**config.mk**
```make
export PLATFORM = sky130hd
export DESIGN_NAME = sd_cmd_tx
export DESIGN_NICKNAME = d
export VERILOG_FILES = /design/src/rtl/sd_cmd_tx.sv
export SDC_FILE = /design/constraint.sdc
export NUM_CORES = 1
export LEC_CHECK = 0
export ABC_CLOCK_PERIOD_IN_PS = 4000
export CORE_MARGIN = 2
export CORE_UTILIZATION = 35
export DETAILED_ROUTE_END_ITERATION = 10
export SETUP_SLACK_MARGIN = 0.4
export SLEW_MARGIN = 20
export SYNTH_ARGS = -nofsm -noshare
export SYNTH_HDL_FRONTEND = slang
export SYNTH_SLANG_ARGS = --single-unit
```
**constraint.sdc**
```tcl
create_clock -name clk -period 4 [get_ports clk]
set_clock_uncertainty 0.15 [all_clocks]
set_input_delay 0.6 -clock clk [delete_from_list [all_inputs] [get_ports clk]]
set_output_delay 0.6 -clock clk [all_outputs]
set_load 0.005 [all_outputs]
```
**src/rtl/sd_cmd_tx.sv**
```systemverilog
// sd_cmd_tx -- SD command-path transmitter.
//
// Serialises one 48-bit SD command frame onto the CMD line, MSB first:
//   start(0), transmission(1), index[5:0], argument[31:0], CRC7[6:0], end(1)
// After the end bit the line is released. If the command expects a response,
// the response receiver is enabled until it reports completion or until
// RESP_TIMEOUT cycles have passed, which sets the sticky timeout flag.
//
// Parameters
//   RESP_TIMEOUT  cycles allowed in WAIT_RESP before timeout (>= 2)
//   TO_W          timeout counter width, 2**TO_W > RESP_TIMEOUT
//
// Ports
//   clk            system clock, rising edge
//   reset          asynchronous active-low reset
//   start          one-cycle request, sampled only in IDLE
//   cmd_index      6-bit command index, latched on accepted start
//   argument       32-bit argument, latched on accepted start
//   need_resp      command expects a response, latched on accepted start
//   resp_finished  completion flag from the response receiver
//   sd_cmd_out     serial CMD data
//   sd_cmd_oe      CMD line drive enable
//   resp_en        response receiver enable
//   busy           high in every state except IDLE
//   done           one-cycle pulse at transaction end
//   timeout        sticky response-timeout flag, cleared on next accepted start
module sd_cmd_tx #(
    parameter int RESP_TIMEOUT = 64,
    parameter int TO_W         = 8
) (
    input  logic        clk,
    input  logic        reset,
    input  logic        start,
    input  logic [5:0]  cmd_index,
    input  logic [31:0] argument,
    input  logic        need_resp,
    input  logic        resp_finished,
    output logic        sd_cmd_out,
    output logic        sd_cmd_oe,
    output logic        resp_en,
    output logic        busy,
    output logic        done,
    output logic        timeout
);

    typedef enum logic [2:0] {
        S_IDLE,
        S_SHIFT,
        S_CRC,
        S_STOP,
        S_WAIT_RESP,
        S_DONE
    } state_t;

    localparam logic [TO_W-1:0] TO_LAST = TO_W'(RESP_TIMEOUT - 1);

    state_t          r_state;
    state_t          w_next;
    logic [39:0]     r_shift;
    logic [6:0]      r_crc;
    logic [5:0]      r_bitcnt;
    logic [TO_W-1:0] r_tocnt;
    logic            r_need_resp;
    logic            r_timeout;

    logic            w_bit_last;
    logic            w_to_last;

    // One step of CRC7 (x^7 + x^3 + 1) over a single serial bit.
    function automatic logic [6:0] f_crc7_step(input logic [6:0] crc, input logic b);
        logic fb;
        fb = b ^ crc[6];
        return {crc[5:0], 1'b0} ^ (fb ? 7'h09 : 7'h00);
    endfunction

    assign w_bit_last = (r_bitcnt == 6'd0);
    assign w_to_last  = (r_tocnt == TO_LAST);
    assign timeout    = r_timeout;

    // Next-state and output decode
    always_comb begin
        w_next     = r_state;
        sd_cmd_out = 1'b1;
        sd_cmd_oe  = 1'b0;
        resp_en    = 1'b0;
        busy       = 1'b1;
        done       = 1'b0;
        case (r_state)
            S_IDLE: begin
                busy = 1'b0;
                if (start) w_next = S_SHIFT;
            end
            S_SHIFT: begin
                sd_cmd_oe  = 1'b1;
                sd_cmd_out = r_shift[39];
                if (w_bit_last) w_next = S_CRC;
            end
            S_CRC: begin
                sd_cmd_oe  = 1'b1;
                sd_cmd_out = r_crc[6];
                if (w_bit_last) w_next = S_STOP;
            end
            S_STOP: begin
                sd_cmd_oe = 1'b1;
                w_next    = r_need_resp ? S_WAIT_RESP : S_DONE;
            end
            S_WAIT_RESP: begin
                resp_en = 1'b1;
                // A completion in the last allowed cycle still counts as a response.
                if (resp_finished || w_to_last) w_next = S_DONE;
            end
            S_DONE: begin
                done   = 1'b1;
                w_next = S_IDLE;
            end
            default: begin
                busy   = 1'b0;
                w_next = S_IDLE;
            end
        endcase
    end

    // State register
    always_ff @(posedge clk or negedge reset) begin
        if (!reset) r_state <= S_IDLE;
        else        r_state <= w_next;
    end

    // Shift register, CRC, counters and flags
    always_ff @(posedge clk or negedge reset) begin
        if (!reset) begin
            r_shift     <= '0;
            r_crc       <= '0;
            r_bitcnt    <= '0;
            r_tocnt     <= '0;
            r_need_resp <= 1'b0;
            r_timeout   <= 1'b0;
        end else begin
            case (r_state)
                S_IDLE: begin
                    if (start) begin
                        r_shift     <= {2'b01, cmd_index, argument};
                        r_crc       <= '0;
                        r_timeout   <= 1'b0;
                        r_bitcnt    <= 6'd39;
                        r_need_resp <= need_resp;
                    end
                end
                S_SHIFT: begin
                    r_shift <= {r_shift[38:0], 1'b0};
                    r_crc   <= f_crc7_step(r_crc, r_shift[39]);
                    // Reload the counter for the 7 CRC bits on the last data bit.
                    r_bitcnt <= w_bit_last ? 6'd6 : r_bitcnt - 6'd1;
                end
                S_CRC: begin
                    r_crc <= {r_crc[5:0], 1'b0};
                    if (!w_bit_last) r_bitcnt <= r_bitcnt - 6'd1;
                end
                S_STOP: begin
                    r_tocnt <= '0;
                end
                S_WAIT_RESP: begin
                    r_tocnt <= r_tocnt + 1'b1;
                    if (!resp_finished && w_to_last) r_timeout <= 1'b1;
                end
                default: ;
            endcase
        end
    end

endmodule
```
---- Word-level counts from Yosys, hierarchy flattened ----
Cells that the tools add are included.
storage, ports and cells
  register bits ........................... 66
  output and inout bits ................... 6
  input port bits ......................... 43
cells by class
  eq/ne operators ......................... 12
  reductions and logical operators ........ 17
  $add $sub $neg .......................... 2
  bitwise logic cells ..................... 2
  muxes and demuxes ....................... 24
operator list
  operator             count
  $pmux 40 s2          1
  $mux 40              1
  $pmux 7 s3           1
  $mux 6               3
  $pmux 6 s3           1
  $pmux 8 s2           1
  $pmux 3 s5           1
  $mux 3               4
  $ne 2x2->1 const B   6
  $add 8x1->8 const B  1
  $eq 8x6->1 const B   1
  $mux 1               7
  $mux 7               1
  $xor 7x4->7          1
  $eq 3x2->1 const B   2
  $eq 3x3->1 const B   2
  $logic_not 6->1      1
  $reduce_and 2->1     3
  $reduce_and 3->1     2
  $reduce_bool 2->1    3
  $sub 6x1->6 const B  1
  $reduce_or 5->1      1
  $mux 4               1
  $pmux 1 s2           2
  9 further kinds      9

---- Logic depth before layout (Yosys ltp) ----
Gate-level depths: netlist (run 1).
  depth in word-level cells ............... 4
  depth in mapped cells ................... 7

---- Least setup slack after synthesis (run 1) ----
No wires, ideal clock.
  path kind ............................... register to output
  start ................................... reg r_state[0]
  end ..................................... out sd_cmd_out
  path slack .............................. 1.846 ns
  arrival time ............................ 1.404 ns
  stages on the path, launching flop included .. 6
  required time ........................... 3.250 ns
  cell sequence ........................... dfrtp_1 -> or3b_1 -> buf_2 -> nand2_1 -> clkbuf_1 -> nand2_1
between the ends
  word-level cells in the longest chain between the ends .. 2
  elaborated cells on any way between the ends .. 3
  those cells by class .................... eq/ne: 2; mux: 1
RTL lines
  element                                          RTL line  text
  from (decl)                                      57        state_t r_state;
  from (signal assigned)                           126       else r_state <= w_next;
  $eq 3x2->1 / $eq 3x1->1 (equally long branches)  88        case (r_state)
  $pmux 1 s2 (*)                                   88
  to (decl)                                        38        output logic sd_cmd_out,
Every way passes the cells marked *; elsewhere a longest branch is shown, timed or not.

---- Final worst setup path (run 1) ----
  start ................................... reg r_state[1]
  end ..................................... out sd_cmd_out
The elaborated chain is that of the path after synthesis.

==> results of run 1 <==
-- layout by cell type (no fill, tap or decap), types with 2 or more instances in the layout --
cell type	n
nor2_1	81
dfrtp_1	66
clkdlybuf4s50_1	47
o22ai_1	38
nand2_1	27
o21ai_0	16
a21oi_1	9
clkbuf_8	9
inv_1	6
nor3_1	5
nand3_1	5
buf_4	4
a22o_1	3
a211oi_1	3
o311ai_0	3
ha_1	3
or3b_2	2
or3b_1	2
a22oi_1	2
mux2i_1	2
nor4_1	2
and2_1	2
a31oi_1	2
o41ai_1	2
o211ai_1	2
clkinvlp_4	2
-- area by class of cell --
| class | count | area [um2] | share of cell area, % |
|---|---|---|---|
| inverters | 6 | 22.5 | 0.599 |
| clock inverters | 6 | 67.6 | 1.80 |
| repair buffers | 53 | 526 | 14.0 |
| well taps | 105 | 131 | 3.50 |
| multi-input cells | 231 | 1240 | 32.9 |
| flip-flops and latches | 66 | 1650 | 43.9 |
| clock buffers | 9 | 124 | 3.30 |
-- stage by stage --
step | setup WS (ps) | power (mW) | hold slack [ps] | instances | instance area [um2]
after floorplan | 1850 | 1.74 | 154 | 324 | 3010
after global placement | 1190 | 1.97 | 320 | 461 | 3570
after detailed placement | 1160 | 1.99 | 321 | 461 | 3570
final | 850 | 2.53 | 176 | 476 | 3760
after CTS | 834 | 2.56 | 200 | 476 | 3760
after global routing | 661 | 2.76 | 222 | 476 | 3760
-- worst max path at each step --
stage | from | endpoint | slack [ps]
CTS | r_state[1]$_DFFE_PN0P_ | sd_cmd_out | 830
global route | r_state[1]$_DFFE_PN0P_ | sd_cmd_out | 660
detailed placement | start | r_bitcnt[2]$_DFFE_PN0P_ | 1160
floorplan | r_state[0]$_DFFE_PN0P_ | sd_cmd_out | 1850
finish | r_state[1]$_DFFE_PN0P_ | sd_cmd_out | 850
global placement | start | r_bitcnt[2]$_DFFE_PN0P_ | 1190
-- power breakdown --
group | switching [mW] | internal, mW | leakage, nW
sequential | 0.183 | 0.952 | 0.790
combinational | 0.440 | 0.402 | 0.687
clock | 0.268 | 0.286 | 0.0917
-- flip-flops by register name, summed over array words and instances, names as in the netlist --
| register | cells |
|---|---|
| r_shift | 40 |
| r_tocnt | 8 |
| r_crc | 7 |
| r_bitcnt | 6 |
| r_state | 3 |
| r_need_resp | 1 |
| timeout | 1 |
-- logic make-up after synthesis --
logic type | Yosys count
and+or+nand+nor | 138
AOI/OAI and AO/OA | 87
DFF | 66
buffers and inverters | 27
adders and majority gates | 3
muxes | 2
xor gates and xnor gates | 1
-- layer usage --
layer / vias up / part of all wire, % / global-route usage (%) / routed length [um]
met2: 35 / 45 / 22.1 / 3020
met3: 10 / 2.9 / 3.32 / 199
met4: 0 / 1.4 / 6.18 / 92
met5: - / 0 / 0 / 0
li1: 1239 / - / - / -
met1: 1164 / 51 / 22.3 / 3460
==> results.json, run 1 <==
{
  "cp_slowest_cell": "dfrtp_1",
  "postSynthAreaPerCell_um2": 9.28,
  "post-route-util_pct": 45.5,
  "grtUsageTotal_pct": 15.3,
  "die_w_um": 96.7,
  "p_per_area_nw_per_um2": 673,
  "final_layout_size_suffix_gt1_share_pct": 7.01,
  "ant_nets": 0,
  "path_max_fanout": 15,
  "synth_fa_ha_area_share_pct": 1.25,
  "finalCriticalPeriod_ps": 3150,
  "drv_cap": 0,
  "ys_seq_area_share_pct": 55.0,
  "synthFlopType": "dfrtp_1",
  "area_growth_pct": 25.1,
  "rsz0062_at_grt": "false",
  "synth_area_leader_cell": "dfrtp_1",
  "slew_viol_final": 0,
  "worst_setup_path_end_kind": "primary output",
  "cp.arrival_ps": 2400,
  "syn_area_um2": 3010,
  "crit_top_cell": "nand2_1",
  "yosysMostFrequentCell": "nor2_1",
  "antenna_found_initial": 0,
  "async_reset_ff_share_pct": 100,
  "power_leakage_nw": 1.57,
  "reg2reg_to": "r_bitcnt[2]$_DFFE_PN0P_",
  "worst-slew-pin-transition_ps": 764,
  "clockBufferDepth": 2,
  "relSlewSlack_pct": 49.0,
  "cts_hold_buf": 0,
  "die_h_um": 96.7,
  "core_area_um2": 8260,
  "yosysWarnings": 0,
  "synth_simple_gate_area_share_pct": 20.3,
  "r2r_start": "r_state[2]$_DFFE_PN0P_",
  "crit_type": "flop to primary output",
  "num_antenna_cells": 0,
  "cts_htree_levels": 3,
  "dr.pass1.iters": 5,
  "drc": 0,
  "clock_latency_ps": 340,
  "final.period_utilization_pct": 78.7,
  "hp-class": "input port to async pin",
  "finalSetupTns_ps": 0,
  "drt_iter0_markers": 157,
  "rows": 33,
  "cp_cell_sequence": "or3b_1 > nand2_1 > nand2_1 > clkdlybuf4s50_1",
  "ys_ff_latch": 66,
  "postCtsResizedCells": 0,
  "clk_pin_slew_ps": 80,
  "yosysTopAreaCellShare_pct": 55.0,
  "grt_max_degree": 45,
  "synth_fp_nets": 370,
  "yosys.area_share.xor_xnor_pct": 0.291,
  "nets": 413,
  "routedWlPerCell_um": 14.2,
  "synth_area_leaders": "dfrtp_1 (55%), nor2_1 (10%), o22ai_1 (7.9%)",
  "finalHoldViolations": 0,
  "rrSetupSlack_ps": 1320,
  "viasPerCell": 5.14,
  "hpwl_mm": 4.31,
  "grt_pass1_vias": 2422,
  "io_buffers": 48,
  "ys_top_cells_by_count": "nor2_1 (81), dfrtp_1 (66), o22ai_1 (38), nand2_1 (27), o21ai_0 (16)",
  "globalplace.congestion": 0.760,
  "root_buffer": "clkbuf_8",
  "die_area_um2": 9340,
  "io_pins": 49,
  "cp_top_family": "simple AND/OR/NAND/NOR gates",
  "synthMuxAreaShare_pct": 0.666,
  "synth_edf_count": 0,
  "timing.fmax_mhz": 318,
  "syn_inst": 324,
  "wirelength_mm": 6.77,
  "nFillCells": 804,
  "crit_cells": 4,
  "outcome": "finished, final reports clean",
  "cp_num_buf_inv": 1,
  "cp.required_ps": 3250,
  "cts_buffers": 9,
  "max_stage_delay_ps": 590,
  "postCtsSetupBuffers": 0,
  "synth_top_family_by_area": "simple AND/OR/NAND/NOR gates",
  "vias": 2448,
  "grt_first_pass_wirelength_mm": 11.7,
  "r2r_cells": 6,
  "overflow": 0,
  "ir_drop_v": 0.000207,
  "finalSetupViolations": 0,
  "start_kind": "flop",
  "clock_sinks": 66,
  "initial_core_util_pct": 36.4,
  "synth_compound_area_share_pct": 18.7,
  "cts_tree": "built",
  "ys_types": 46
}
(Power assumes the default switching activity.)
==> run 2, diff against run 1 <==
--- a/config.mk
+++ b/config.mk
@@ -5,7 +5,7 @@
 export SDC_FILE = /design/constraint.sdc
 export NUM_CORES = 1
 export LEC_CHECK = 0
-export ABC_CLOCK_PERIOD_IN_PS = 4000
+export ABC_CLOCK_PERIOD_IN_PS = 2900
 export CORE_MARGIN = 2
 export CORE_UTILIZATION = 35
 export DETAILED_ROUTE_END_ITERATION = 10
==> constraint.sdc (replaced) <==
create_clock -name clk -period 2.9 [get_ports clk]
set_clock_uncertainty 0.15 [all_clocks]
set_input_delay 0.435 -clock clk [delete_from_list [all_inputs] [get_ports clk]]
set_output_delay 0.435 -clock clk [all_outputs]
set_load 0.005 [all_outputs]
==> run 2 against run 1 <==
Effect of this change:
- the flow now finishes with violations (negative hold slack)
- sequential share of layout area down 1.4 points
- combinational power up 46%
- register-to-register slack worse by 630 ps
- critical path depth down 1
- sequential power up 37%
- final area up 3.5%
- non-clock buffer count up 15
- clock power up 39%
- utilization up 1.6 points
- clock-buffer cell count up 1
==> results.json, run 2 (same netlist as run 1, synthesis figures left out) <==
{
  "slew_viol_final": 0,
  "cp.arrival_ps": 1850,
  "io_pins": 49,
  "hp-class": "input port to async pin",
  "cts_tree": "built",
  "p_per_area_nw_per_um2": 914,
  "ant_nets": 0,
  "num_antenna_cells": 0,
  "root_buffer": "clkbuf_8",
  "rsz0062_at_grt": "false",
  "cp_num_buf_inv": 2,
  "clock_latency_ps": 340,
  "grt_first_pass_wirelength_mm": 11.6,
  "timing.fmax_mhz": 411,
  "cts_htree_levels": 3,
  "globalplace.congestion": 0.802,
  "wirelength_mm": 6.90,
  "worst-slew-pin-transition_ps": 827,
  "finalHoldViolations": 16,
  "routedWlPerCell_um": 14.1,
  "final_layout_size_suffix_gt1_share_pct": 12.2,
  "viasPerCell": 5.18,
  "clk_pin_slew_ps": 70,
  "start_kind": "flop",
  "finalSetupViolations": 0,
  "antenna_found_initial": 0,
  "dr.pass1.iters": 4,
  "rrSetupSlack_ps": 690,
  "area_growth_pct": 29.4,
  "grt_max_degree": 45,
  "clockBufferDepth": 2,
  "drv_cap": 0,
  "die_area_um2": 9340,
  "cp_cell_sequence": "or3b_4 > inv_2 > clkdlybuf4s50_1",
  "worst_setup_path_end_kind": "primary output",
  "r2r_start": "r_state[0]$_DFFE_PN0P_",
  "cp_slowest_cell": "clkdlybuf4s50_1",
  "final_cells": 491,
  "cp_top_family": "buffers and inverters",
  "die_w_um": 96.7,
  "r2r_cells": 7,
  "overflow": 0,
  "grtUsageTotal_pct": 15.0,
  "largest_register_ffs": 40,
  "initial_core_util_pct": 36.4,
  "crit_type": "flop to primary output",
  "power_leakage_nw": 1.64,
  "io_buffers": 48,
  "reg_top3": "r_shift: 40 flops, r_tocnt: 8 flops, r_crc: 7 flops",
  "max_stage_delay_ps": 500,
  "whs_ps": -8.60,
  "largest-register": "r_shift",
  "final_cell_mix": "nor2_1 (81), dfrtp_1 (63), clkdlybuf4s50_1 (46), o22ai_1 (38), nand2_1 (27)",
  "ir_drop_v": 0.000327,
  "nets": 428,
  "path_max_fanout": 10,
  "finalSetupTns_ps": 0,
  "relSlewSlack_pct": 44.1,
  "cp.required_ps": 2320,
  "finalCriticalPeriod_ps": 2430,
  "core_area_um2": 8260,
  "vias": 2544,
  "clock_sinks": 66,
  "die_h_um": 96.7,
  "grt_pass1_vias": 2499,
  "layout_commonest_cell": "nor2_1",
  "violations": "negative hold slack",
  "drc": 0,
  "cts_buffers": 9,
  "rows": 33,
  "total_power_mw": 3.55,
  "hpwl_mm": 4.36,
  "outcome": "finished with violations",
  "reg2reg_to": "r_bitcnt[2]$_DFFE_PN0P_",
  "place_inst": 464,
  "nFillCells": 798,
  "drt_iter0_markers": 149,
  "final.period_utilization_pct": 83.9
}
[run 2: worst max path at each step]
stage / startpoint / cells past startpoint / endpoint / slack (ps)
after floorplan: r_state[0]$_DFFE_PN0P_ / 5 / sd_cmd_out / 910
after global placement: r_state[2]$_DFFE_PN0P_ / 3 / resp_en / 480
after detailed placement: r_state[2]$_DFFE_PN0P_ / 3 / resp_en / 430
after CTS: r_state[1]$_DFFE_PN0P_ / 3 / resp_en / 360
after global routing: r_state[1]$_DFFE_PN0P_ / 3 / resp_en / 400
final: r_state[1]$_DFFE_PN0P_ / 3 / resp_en / 470
[run 2: metrics by stage]
stage	area, um2	utilization [%]	hold WS (ps)	setup slack [ps]
finish	3890	47.1	-8.60	467
floorplan	3010	-	-10.6	911
detailed placement	3590	43.5	313	428
global placement	3590	43.5	318	480
global route	3890	47.1	41.3	398
CTS	3870	46.8	4.51	361
[run 2: area by class of cell]
cell class	instances	area, um2	area share, %
Clock buffer	10	138	3.54
Clock inverter	5	55.1	1.42
Inverter	6	22.5	0.579
Multi-Input combinational cell	231	1250	32.3
Sequential cell	66	1660	42.6
Tap cell	105	131	3.38
Timing Repair Buffer	68	633	16.3
[run 2: power breakdown]
group,switching (mW),internal [mW],leakage [nW]
logic,0.637,0.595,0.754
clock network,0.357,0.413,0.0941
registers,0.238,1.31,0.787
total,1.23,2.32,1.64
[run 2: timing repair]
action / 4_1_cts / 5_1_grt
pin swaps: 0 / 1
hold buffers: 0 / 0
resized for setup: 9 / 1
endpoints found under the setup margin: 2 / 1
buffers inserted: 9 / 3
[run 2: worst register-to-register path, delay by kind of cell (launching register included)]
family / cells / cell delay (ps)
flops: 1 / 440
simple gates: 2 / 410
buf+inv: 3 / 770
compound gates: 2 / 320
[run 2: routing by layer]
layer  wire (um)  global-route usage (%)  vias to the layer above
li1            -                       -                     1266
met1        3320                    19.2                     1222
met2        3250                    24.8                       50
met3         262                    4.12                        6
met4          75                    4.98                        0
met5           0                       0                        -
